File: src/rtl/dh_sched.sv
// dh_sched: walks the NUM_COL x 8 channel matrix, feeds the |H|^2 accumulator, writes Dh per column.
// Optional minimum-Dh tracker enabled by defining DH_SCHED_MIN_EN.
module dh_sched #(
  parameter int Q       = 8,
  parameter int N       = 16,
  parameter int NUM_COL = 4,
  parameter int COL_W   = (NUM_COL > 1) ? $clog2(NUM_COL) : 1,
  parameter int ADDR_W  = COL_W + 3
) (
  input  logic              i_clk,
  input  logic              i_rst,
  input  logic              i_start,
  output logic              o_busy,
  output logic              o_done,
  output logic              o_err,
  output logic              o_h_rd,
  output logic [ADDR_W-1:0] o_h_addr,
  input  logic [N-1:0]      i_h_real,
  input  logic [N-1:0]      i_h_im,
  output logic              o_acc_en,
  output logic [N-1:0]      o_acc_real,
  output logic [N-1:0]      o_acc_im,
  input  logic [N-1:0]      i_acc_result,
  input  logic              i_acc_valid,
  output logic              o_dh_wr,
  output logic [COL_W-1:0]  o_dh_idx,
  output logic [N-1:0]      o_dh_val,
  output logic [COL_W-1:0]  o_min_idx,
  output logic [N-1:0]      o_min_val,
  output logic              o_min_valid
);

  // state  | meaning
  // S_IDLE | waiting for start
  // S_READ | issuing the 8 row reads of the current column
  // S_WAIT | waiting for the accumulator result of the current column
  typedef enum logic [1:0] {S_IDLE, S_READ, S_WAIT} state_t;

  if (NUM_COL < 1 || NUM_COL > 16 || Q >= N) begin : g_param_check
    $error("dh_sched: parameter out of range");
  end

  localparam logic [COL_W-1:0] LAST_COL = COL_W'(NUM_COL - 1);

  state_t              r_state, w_state_d;
  logic [COL_W-1:0]    r_col, w_col_d, w_col_inc;
  logic [2:0]          r_row, w_row_d;
  logic                r_h_rd, w_rd_d;
  logic [ADDR_W-1:0]   r_h_addr, w_addr_d;
  logic                r_rd_d1, r_acc_en;
  logic [N-1:0]        r_acc_real, r_acc_im;
  logic                r_dh_wr, w_wr_d;
  logic [COL_W-1:0]    r_dh_idx;
  logic [N-1:0]        r_dh_val;
  logic                r_done, w_done_d;
  logic                r_err, w_err_d;
  logic                w_accept;

  assign w_col_inc = r_col + COL_W'(1);

  always_comb begin
    w_state_d = r_state;
    w_col_d   = r_col;
    w_row_d   = r_row;
    w_rd_d    = 1'b0;
    w_addr_d  = r_h_addr;
    w_wr_d    = 1'b0;
    w_done_d  = 1'b0;
    w_err_d   = r_err;
    w_accept  = 1'b0;
    unique case (r_state)
      S_IDLE: begin
        if (i_start) begin
          // First read goes out on the accepting edge so h_rd appears one cycle later.
          w_accept  = 1'b1;
          w_err_d   = 1'b0;
          w_col_d   = '0;
          w_row_d   = 3'd1;
          w_rd_d    = 1'b1;
          w_addr_d  = {{COL_W{1'b0}}, 3'd0};
          w_state_d = S_READ;
        end else if (i_acc_valid) begin
          w_err_d = 1'b1;
        end
      end
      S_READ: begin
        w_rd_d   = 1'b1;
        w_addr_d = {r_col, r_row};
        w_row_d  = r_row + 3'd1;
        if (r_row == 3'd7) w_state_d = S_WAIT;
        if (i_acc_valid) w_err_d = 1'b1;
      end
      S_WAIT: begin
        if (i_acc_valid) begin
          w_wr_d = 1'b1;
          if (r_col == LAST_COL) begin
            w_done_d  = 1'b1;
            w_state_d = S_IDLE;
          end else begin
            w_col_d   = w_col_inc;
            w_row_d   = 3'd1;
            w_rd_d    = 1'b1;
            w_addr_d  = {w_col_inc, 3'd0};
            w_state_d = S_READ;
          end
        end
      end
      default: w_state_d = S_IDLE;
    endcase
  end

  always_ff @(posedge i_clk) begin
    if (!i_rst) begin
      r_state    <= S_IDLE;
      r_col      <= '0;
      r_row      <= '0;
      r_h_rd     <= 1'b0;
      r_h_addr   <= '0;
      r_rd_d1    <= 1'b0;
      r_acc_en   <= 1'b0;
      r_acc_real <= '0;
      r_acc_im   <= '0;
      r_dh_wr    <= 1'b0;
      r_dh_idx   <= '0;
      r_dh_val   <= '0;
      r_done     <= 1'b0;
      r_err      <= 1'b0;
    end else begin
      r_state  <= w_state_d;
      r_col    <= w_col_d;
      r_row    <= w_row_d;
      r_h_rd   <= w_rd_d;
      r_h_addr <= w_addr_d;
      r_rd_d1  <= r_h_rd;
      r_acc_en <= r_rd_d1;
      if (r_rd_d1) begin
        r_acc_real <= i_h_real;
        r_acc_im   <= i_h_im;
      end
      r_dh_wr <= w_wr_d;
      if (w_wr_d) begin
        r_dh_idx <= r_col;
        r_dh_val <= i_acc_result;
      end
      r_done <= w_done_d;
      r_err  <= w_err_d;
    end
  end

  assign o_busy     = (r_state != S_IDLE);
  assign o_done     = r_done;
  assign o_err      = r_err;
  assign o_h_rd     = r_h_rd;
  assign o_h_addr   = r_h_addr;
  assign o_acc_en   = r_acc_en;
  assign o_acc_real = r_acc_real;
  assign o_acc_im   = r_acc_im;
  assign o_dh_wr    = r_dh_wr;
  assign o_dh_idx   = r_dh_idx;
  assign o_dh_val   = r_dh_val;

`ifdef DH_SCHED_MIN_EN
  logic             r_min_first;
  logic [COL_W-1:0] r_min_idx;
  logic [N-1:0]     r_min_val;
  logic             r_min_valid;

  // Compare against the incoming result so the last column is folded in by the done cycle.
  always_ff @(posedge i_clk) begin
    if (!i_rst) begin
      r_min_first <= 1'b0;
      r_min_idx   <= '0;
      r_min_val   <= '0;
      r_min_valid <= 1'b0;
    end else begin
      if (w_accept) begin
        r_min_first <= 1'b1;
        r_min_valid <= 1'b0;
      end
      if (w_wr_d && (r_min_first || ($signed(i_acc_result) < $signed(r_min_val)))) begin
        r_min_idx   <= r_col;
        r_min_val   <= i_acc_result;
        r_min_first <= 1'b0;
      end
      if (w_done_d) r_min_valid <= 1'b1;
    end
  end

  assign o_min_idx   = r_min_idx;
  assign o_min_val   = r_min_val;
  assign o_min_valid = r_min_valid;
`else
  assign o_min_idx   = '0;
  assign o_min_val   = '0;
  assign o_min_valid = 1'b0;
`endif

endmodule
File: config.mk
export PLATFORM = sky130hd
export DESIGN_NAME = dh_sched
export DESIGN_NICKNAME = d
export VERILOG_FILES = /design/src/rtl/dh_sched.sv
export SDC_FILE = /design/constraint.sdc
export NUM_CORES = 1
export LEC_CHECK = 0
export ABC_AREA = 1
export BUFFER_PORTS_ARGS = -buffer_cell sky130_fd_sc_hd__buf_2
export CORE_MARGIN = 3
export CORE_UTILIZATION = 36
export DETAILED_ROUTE_END_ITERATION = 12
export GPL_TIMING_DRIVEN = 0
export PLACE_DENSITY_LB_ADDON = 0.12
export SLEW_MARGIN = 20
export SYNTH_ARGS = -nofsm -noshare
export SYNTH_HDL_FRONTEND = slang
export SYNTH_SLANG_ARGS = --single-unit
File: constraint.sdc
create_clock -name i_clk -period 4.2 [get_ports i_clk]
set_clock_uncertainty 0.15 [all_clocks]
set_input_delay 0.42 -clock i_clk [delete_from_list [all_inputs] [get_ports i_clk]]
set_output_delay 0.42 -clock i_clk [all_outputs]
set_load 0.02 [all_outputs]
* Yosys cells after proc, flatten, opt, wreduce, memory -nomap -nowiden
Index checks and enable logic that the tools add are counted.
** Storage, ports and cells
- Register bits :: 68
- Bits in latches :: 0
- Memory bits (writable) :: 0
- ROM bits :: 0
- Bits of input ports :: 52
- Output and inout bits :: 80
- Logic and storage cells :: 60
- Memories :: 0
** Cells by class
- Add/sub/neg operators :: 2
- $mul :: 0
- Div/mod/pow operators :: 0
- Magnitude comparators :: 0
- Equal/unequal tests :: 8
- Shifts and indexed selects :: 0
- Mux-type cells :: 27
- Bitwise operators :: 0
- Reductions and logical operators :: 9
** Operators with widths (count)
- 2-to-1 mux 5 bit :: 3
- one-hot mux 5 bit (3 select lines) :: 1
- 2-to-1 mux 2 bit :: 6
- 2-to-1 mux 1 bit :: 9
- 2-to-1 mux 3 bit :: 3
- one-hot mux 3 bit (3 select lines) :: 1
- != test 2 bit, second input constant :: 4
- AND reduction 4 bit :: 2
- one-hot mux 2 bit (3 select lines) :: 1
- AND reduction 3 bit :: 2
- nonzero test 2 bit :: 3
- == test 2 bit, second input constant :: 2
- one-hot mux 2 bit (2 select lines) :: 1
- adder 3 x 1 -> 3 bit, second input constant :: 1
- == test 3 bit, second input constant :: 1
- one-hot mux 1 bit (3 select lines) :: 1
- nonzero test 3 bit :: 1
- adder 2 x 1 -> 2 bit, second input constant :: 1
- == test 2 x 1 -> 1 bit, second input constant :: 1
- logical NOT 2 bit :: 1
- one-hot mux 1 bit (2 select lines) :: 1

* Logic depth before layout (Yosys ltp)
Gate-level depths: netlist of the first run.
- Depth in word-level cells :: 4
- Depth in mapped cells :: 11

* Worst setup path after synthesis of the first run
No wires, ideal clock.
- Path kind :: flip-flop to flip-flop
- Start point :: register r_state[0]
- End point :: register r_dh_val[10], in the netlist o_dh_val[10]
- Data arrival time :: 1.251 ns
- Required time :: 3.934 ns
- Setup slack :: 2.684 ns
- Cell stages (with the launch flop) :: 8
- Buffers on the path :: 1
- Cells stage by stage :: dfxtp_1 > inv_1 > ha_1 > nand2_1 > clkinv_1 > buf_4 > nor2_1 > nor2_1
** On the way
- Longest elaborated chain between the ends :: 2
** RTL lines
- from (decl) :: line 45 : state_t r_state, w_state_d;
- from (signal assigned) :: line 129 : r_state <= w_state_d;
- == test 2 bit :: line 71 : unique case (r_state)
- 2-to-1 mux 1 bit :: line 71
- to (signal assigned) :: line 143 : r_dh_val <= i_acc_result;
- to (decl) :: line 54 : logic [N-1:0] r_dh_val;
Every way passes these cells.
A chain may end at the register's enable or synchronous reset.

* Worst setup path after layout of the first run
- Start point :: register r_state[0]
- End point :: output port o_busy
** On the way
- Longest elaborated chain between the ends :: 1
** RTL lines
- nonzero test 2 bit :: line 150 : assign o_busy = (r_state != S_IDLE);
- to (decl) :: line 13 : output logic o_busy,
Every way passes these cells.

==> summary.txt, run 1 <==
Global routing
  • GRT Resource Usage Total: 0.155
  • Vias in the first global route: approximately 2500
  • GR Util met1: 0.183
  • Met2 Track Usage GR: 0.251
  • Largest net degree at the start of global routing: 12
  • Met3 GRT Util: 0.0700
  • Gr busiest metal: met2
  • First-pass GRT wire length: about 11000 um
  • Grt ovf: 0
  • Initial antenna violation count: 0

Setup path
  • Crit Reg-Reg Startpoint: r_state[0]
  • Required @ worst endpoint: between 3 and 4 ns
  • CP Max Fanout: 4
  • Crit Path Class: flop to output pin
  • R2R depth: 7
  • Worst Setup Start Kind: flop
  • Worst Setup End Kind: output pin
  • Critical Path Start: r_state[0]
  • CP endpoint: o_busy
  • Reg-to-Reg End: o_dh_val[4]
  • Flop2flop setup slack: 2.44 ns
  • Worst EP arrival: 1.34 ns

Floorplan
  • Starting density of the core: 0.374
  • Die Height: 93.0 um
  • IO Pins: ~130
  • CORE AREA: approximately 7300 um^2
  • Row count: 31
  • Die width: between 90 and 100 um
  • Die Area: between 8000 and 9000 um^2

Placed design
  • Port bufs: ~110
  • Post-DP HPWL: about 5000 um
  • Routability cong.: 0.765
  • Placed cell count: just under 600
  • Setup WS pre-CTS: about 2.4 ns

Yosys
  • YS warnings: 0
  • Post-Syn Area: about 2700 um^2
  • Synth Instances: around 360
  • Yosys cell types: 24
  • Syn Area/Cell: roughly 7.6 um^2
  • Flops & latches, synth: around 70
  • Sequential share of the synthesized area: 0.500

Clock network
  • TritonCTS Buffers: 9
  • CTS sink count: just under 70
  • Worst-skew pair later-pin latency: roughly 0.33 ns
  • Hold_buf cts: 0
  • Clock Pin Slew Worst Setup and Hold Paths: ~0.080 ns
  • Clock Tree Buf Depth: 2
  • TritonCTS clock tree: done
  • Post_cts resized: 0
  • H-tree levels: 3
  • Root buf cell: clkbuf_8
  • Buffer count from post-CTS setup fixing: 0

Power
  • Seq pwr share: 0.386
  • Internal power: 0.00136 W
  • Comb power frac: 0.375
  • P_leak: 1.97 nW
  • Sw power: 0.000857 W
  • Sw Ratio: 0.386
  • Clock share of power: 0.238
  • Maximum VDD drop: roughly 0.25 mV
  • Pwr Density: roughly 610 nW/um^2

Timing
  • RSZ-0062 raised after global routing: no
  • Final worst setup slack: about 2.3 ns
  • Fin crit period: 1.91 ns
  • Final Max Tran Viols: 0
  • Final Hold Viols: 0
  • Period utilisation layout: 0.454
  • Max Clock Freq: between 500 and 600 MHz
  • Setup TNS: 0 ns
  • Setup-failing EPs final: 0

Routing
  • Total wire length: between 6000 and 7000 um
  • Final ANT Viol Nets: 0
  • Detailed-route vias per instance: between 4 and 5
  • Total number of vias: 2584
  • 1st-iter DRT viols: 81
  • DRC: 0
  • DRT Pass-1 Iters: 4
  • WL/cell: between 10 and 15 um

Finish
  • Number of diodes: 0
  • Area Overhead vs Synth: 34.5%
  • Most frequent cells in the layout: nor2_1, buf_2, dfxtp_1
  • Layout cell share with drive strength beyond 1: 0.319
  • Most common cell after layout, fill and taps aside: nor2_1
  • Final nets: approximately 560
  • Fin cells: 601

Run status
  • Status: finished, final reports clean

Job
  • Max-cap violations: 0

Worst hold path
  • Hold WC Path Type: input pin to flop
## worst min-delay path by stage
stage                      startpoint       endpoint  slack, ns  cells after the start
final                     i_h_real[1]  o_acc_real[1]       0.15                      3
after global routing      i_h_real[5]  o_acc_real[5]       0.13                      3
after CTS                  i_h_im[12]   o_acc_im[12]       0.13                      3
after detailed placement       o_h_rd        r_rd_d1       0.29                      2
after global placement         o_h_rd        r_rd_d1       0.29                      2
after floorplan              r_col[1]       r_col[1]       0.32                      2
## synthesized netlist by cell type, drive strengths merged
library cell  number  share of area
nor3               2         0.0037
a211oi             1         0.0028
clkbuf            11          0.016
o211ai             1         0.0028
conb               1         0.0014
a21oi              7          0.013
o21bai             1         0.0028
inv               18          0.025
dfxtp             68           0.50
o21ai             53          0.097
nand2             40          0.058
nor2             120           0.17
clkinv             1         0.0014
buf               26          0.071
nand3              1         0.0018
ha                 7          0.032
## through the flow
step            util  hold WS [ns]  total power (W)  cell area, um^2
2_1_floorplan      -         0.316          0.00147             2790
3_3_place_gp   0.476         0.294          0.00171             3470
3_5_place_dp   0.476         0.288          0.00172             3470
4_1_cts        0.502         0.129          0.00225             3660
5_1_grt        0.502         0.133          0.00240             3660
6_report       0.502         0.146          0.00222             3660
## cell families (layout without fill, tap and decap cells)
kind of cell	after synthesis	in the layout	share of synthesized area
AO/OA/AOI/OAI	63	63	0.119
adder cells (fa/ha/maj)	7	7	0.0322
buffers and inverters	56	182	0.113
flip-flops	68	68	0.500
other	1	19	0.00138
AND/OR/NAND/NOR	163	163	0.235
## power groups by stage
| stage | logic (W) | clock network, W | registers, W |
|---|---|---|---|
| 2_1_floorplan | 0.000455 | 0 | 0.00101 |
| 3_3_place_gp | 0.000838 | 0 | 0.000868 |
| 3_5_place_dp | 0.000845 | 0 | 0.000872 |
| 4_1_cts | 0.000847 | 0.000548 | 0.000859 |
| 5_1_grt | 0.000943 | 0.000580 | 0.000877 |
| 6_report | 0.000834 | 0.000529 | 0.000858 |
## flip-flops by register name (all words and copies together) (netlist names)
register    cells
o_done          1
o_dh_idx        2
r_state         2
o_acc_im       16
r_col           2
r_row           3
o_dh_wr         1
o_acc_real     16
o_acc_en        1
r_rd_d1         1
o_h_rd          1
o_dh_val       16
o_h_addr        5
o_err           1
## critical path, stage by stage, from the launching register on
cell and delay (ns):
dfxtp_1 0.36, inv_1 0.08, ha_1 0.24, inv_1 0.14, buf_2 0.18
## area by class of cell
type / instances / area [um^2]
buffer: 37 / 236
sequential: 68 / 1360
clock buffer: 11 / 141
timing repair buffer: 111 / 556
tap: 99 / 124
inverter: 19 / 71.3
clock inverter: 4 / 50.0
multi-input combinational: 252 / 1120
fill: 808 / 3630
## per-layer routing
metal | share of wire | vias to the layer above
li1 | - | 1359
met1 | 0.43 | 1126
met2 | 0.47 | 91
met3 | 0.091 | 8
met4 | 0.010 | 0
met5 | 0 | -
No activity file was read; power rests on OpenSTA's default activity.
==> run 2: changes to the inputs <==
- clock period: 4.2 -> 1.9 ns (I/O delays scaled with it)
==> summary.txt, run 2 (synthesis results as in run 1) <==
Global routing
  • Vias in the first global route: ~2700
  • GRT Resource Usage Total: 0.170
  • Gr busiest metal: met2
  • Met3 GRT Util: 0.0708
  • Initial antenna violation count: 0
  • First-pass GRT wire length: 11900 um
  • Met2 Track Usage GR: 0.296
  • GR Util met1: 0.189
  • Grt ovf: 0
  • Largest net degree at the start of global routing: 12

Setup path
  • CP Max Fanout: 10
  • Worst EP arrival: 1.79 ns
  • Crit Reg-Reg Startpoint: r_state[0]
  • Worst Setup End Kind: flop
  • Crit Path Class: flop to flop
  • R2R depth: 7
  • Required @ worst endpoint: 1.98 ns
  • Reg-to-Reg End: o_dh_val[4]
  • Worst Setup Start Kind: flop
  • Flop2flop setup slack: around 0.19 ns

Floorplan
  • Die Area: approximately 8600 um^2
  • Die Height: about 93 um
  • IO Pins: between 100 and 150
  • Starting density of the core: 0.374
  • Row count: 31
  • CORE AREA: between 7000 and 8000 um^2
  • Die width: 93.0 um

Worst hold path
  • Worst hold path depth: 3
  • Hold path startpoint: i_rst
  • Min-Delay Endpoint: o_dh_idx[0]
  • Hold WC Path Type: input pin to flop

Routing
  • Total number of vias: around 2800
  • Detailed-route vias per instance: roughly 4.3
  • WL/cell: about 11 um
  • 1st-iter DRT viols: 83
  • Final ANT Viol Nets: 0
  • DRT Pass-1 Iters: 4
  • Total wire length: 7220 um
  • DRC: 0

Power
  • P_leak: between 2 and 2.5 nW
  • Pwr Density: roughly 1200 nW/um^2
  • Maximum VDD drop: ~0.6 mV

Timing
  • Fin crit period: between 1.5 and 2 ns
  • Final Hold Viols: 0
  • Max Clock Freq: just under 600 MHz
  • Final Max Tran Viols: 0
  • RSZ-0062 raised after global routing: no
  • Setup TNS: 0 ns
  • Setup-failing EPs final: 0
  • Period utilisation layout: 0.899

Clock network
  • Worst-skew pair later-pin latency: ~0.34 ns
  • Clock Pin Slew Worst Setup and Hold Paths: 0.07 ns
  • TritonCTS clock tree: done
  • Root buf cell: clkbuf_8
  • Buffer count from post-CTS setup fixing: 0
  • Clock Tree Buf Depth: 2
  • H-tree levels: 3
  • CTS sink count: a little under 70
  • TritonCTS Buffers: 9

Placed design
  • Routability cong.: approximately 0.77
  • Post-DP HPWL: roughly 5000 um
  • Port bufs: about 110
  • Placed cell count: between 500 and 600

Finish
  • Finished Core Util: 0.570
  • Final nets: around 600
  • Number of diodes: 0
  • Layout cell share with drive strength beyond 1: 0.292
  • Most common cell after layout, fill and taps aside: nor2_1
  • Register area: 1360 um^2
  • Area Overhead vs Synth: 52.6%
  • Fin cells: 650
  • Fillers: 749
  • Most frequent cells in the layout: nor2_1, buf_2, dfxtp_1
  • Multi-input logic area: 1120 um^2

Job
  • Max-cap violations: 0

Run status
  • Status: finished, final reports clean
==> run 2: cell types whose count changed in the layout (fill, tap and decap cells not counted), sizes merged <==
cell,before,now
clkinvlp,2,3
clkinv,2,1
dlygate4sd3,0,49
==> run 2: cell type report <==
class,instances,share of cell area
plain buffers,37,0.0569
clock buffers,11,0.0340
clock inverters,4,0.0120
inverters,19,0.0181
multi-input cells,252,0.270
flip-flops and latches,68,0.328
well taps,99,0.0298
repair buffers,160,0.252
==> run 2: worst max-delay path by stage <==
stage / endpoint / from / cells after the start
global route: o_dh_val[5] / r_state[0] / 7
floorplan: o_dh_val[10] / r_state[0] / 7
finish: o_dh_val[4] / r_state[0] / 7
global placement: o_dh_val[9] / r_state[0] / 7
CTS: o_dh_val[2] / r_state[0] / 7
detailed placement: o_dh_val[7] / r_state[0] / 7
==> run 2: through the flow <==
step / power (W) / cell area, um^2 / worst slack [ns] / hold slack [ns]
2_1_floorplan: 0.00324 / 2790 / 0.384 / 0.129
3_3_place_gp: 0.00377 / 3470 / 0.140 / 0.261
3_5_place_dp: 0.00379 / 3470 / 0.111 / 0.267
4_1_cts: 0.00506 / 4150 / 0.107 / 0.00593
5_1_grt: 0.00539 / 4160 / 0.0136 / 0.0374
6_report: 0.00500 / 4160 / 0.192 / 0.0264
==> run 2: routing by layer <==
layer / part of all wire / vias to the layer above
met5: 0 / -
met2: 0.49 / 97
met3: 0.086 / 10
met4: 0.012 / 0
met1: 0.41 / 1221
li1: - / 1458
==> run 2: worst max-delay path, cell delays in order (launching register included) <==
cell and delay [ns]:
dfxtp_1 0.36, inv_1 0.08, ha_1 0.28, nand2_1 0.16, clkinvlp_4 0.20, buf_4 0.22
nor2_1 0.09, nor2_1 0.05
==> run 2: what timing repair did <==
| item | in CTS | in global routing |
|---|---|---|
| hold buffers | 49 | 0 |
| endpoints found under the hold margin | 49 | 0 |
| gates resized for setup | 0 | 1 |
| setup endpoints to repair | 0 | 10 |
==> run 2: power by group <==
part | internal [W] | switching (W) | total, W
Clock | 0.000633 | 0.000536 | 0.00117
Sequential | 0.00174 | 0.000159 | 0.00190
Combinational | 0.000712 | 0.00122 | 0.00193
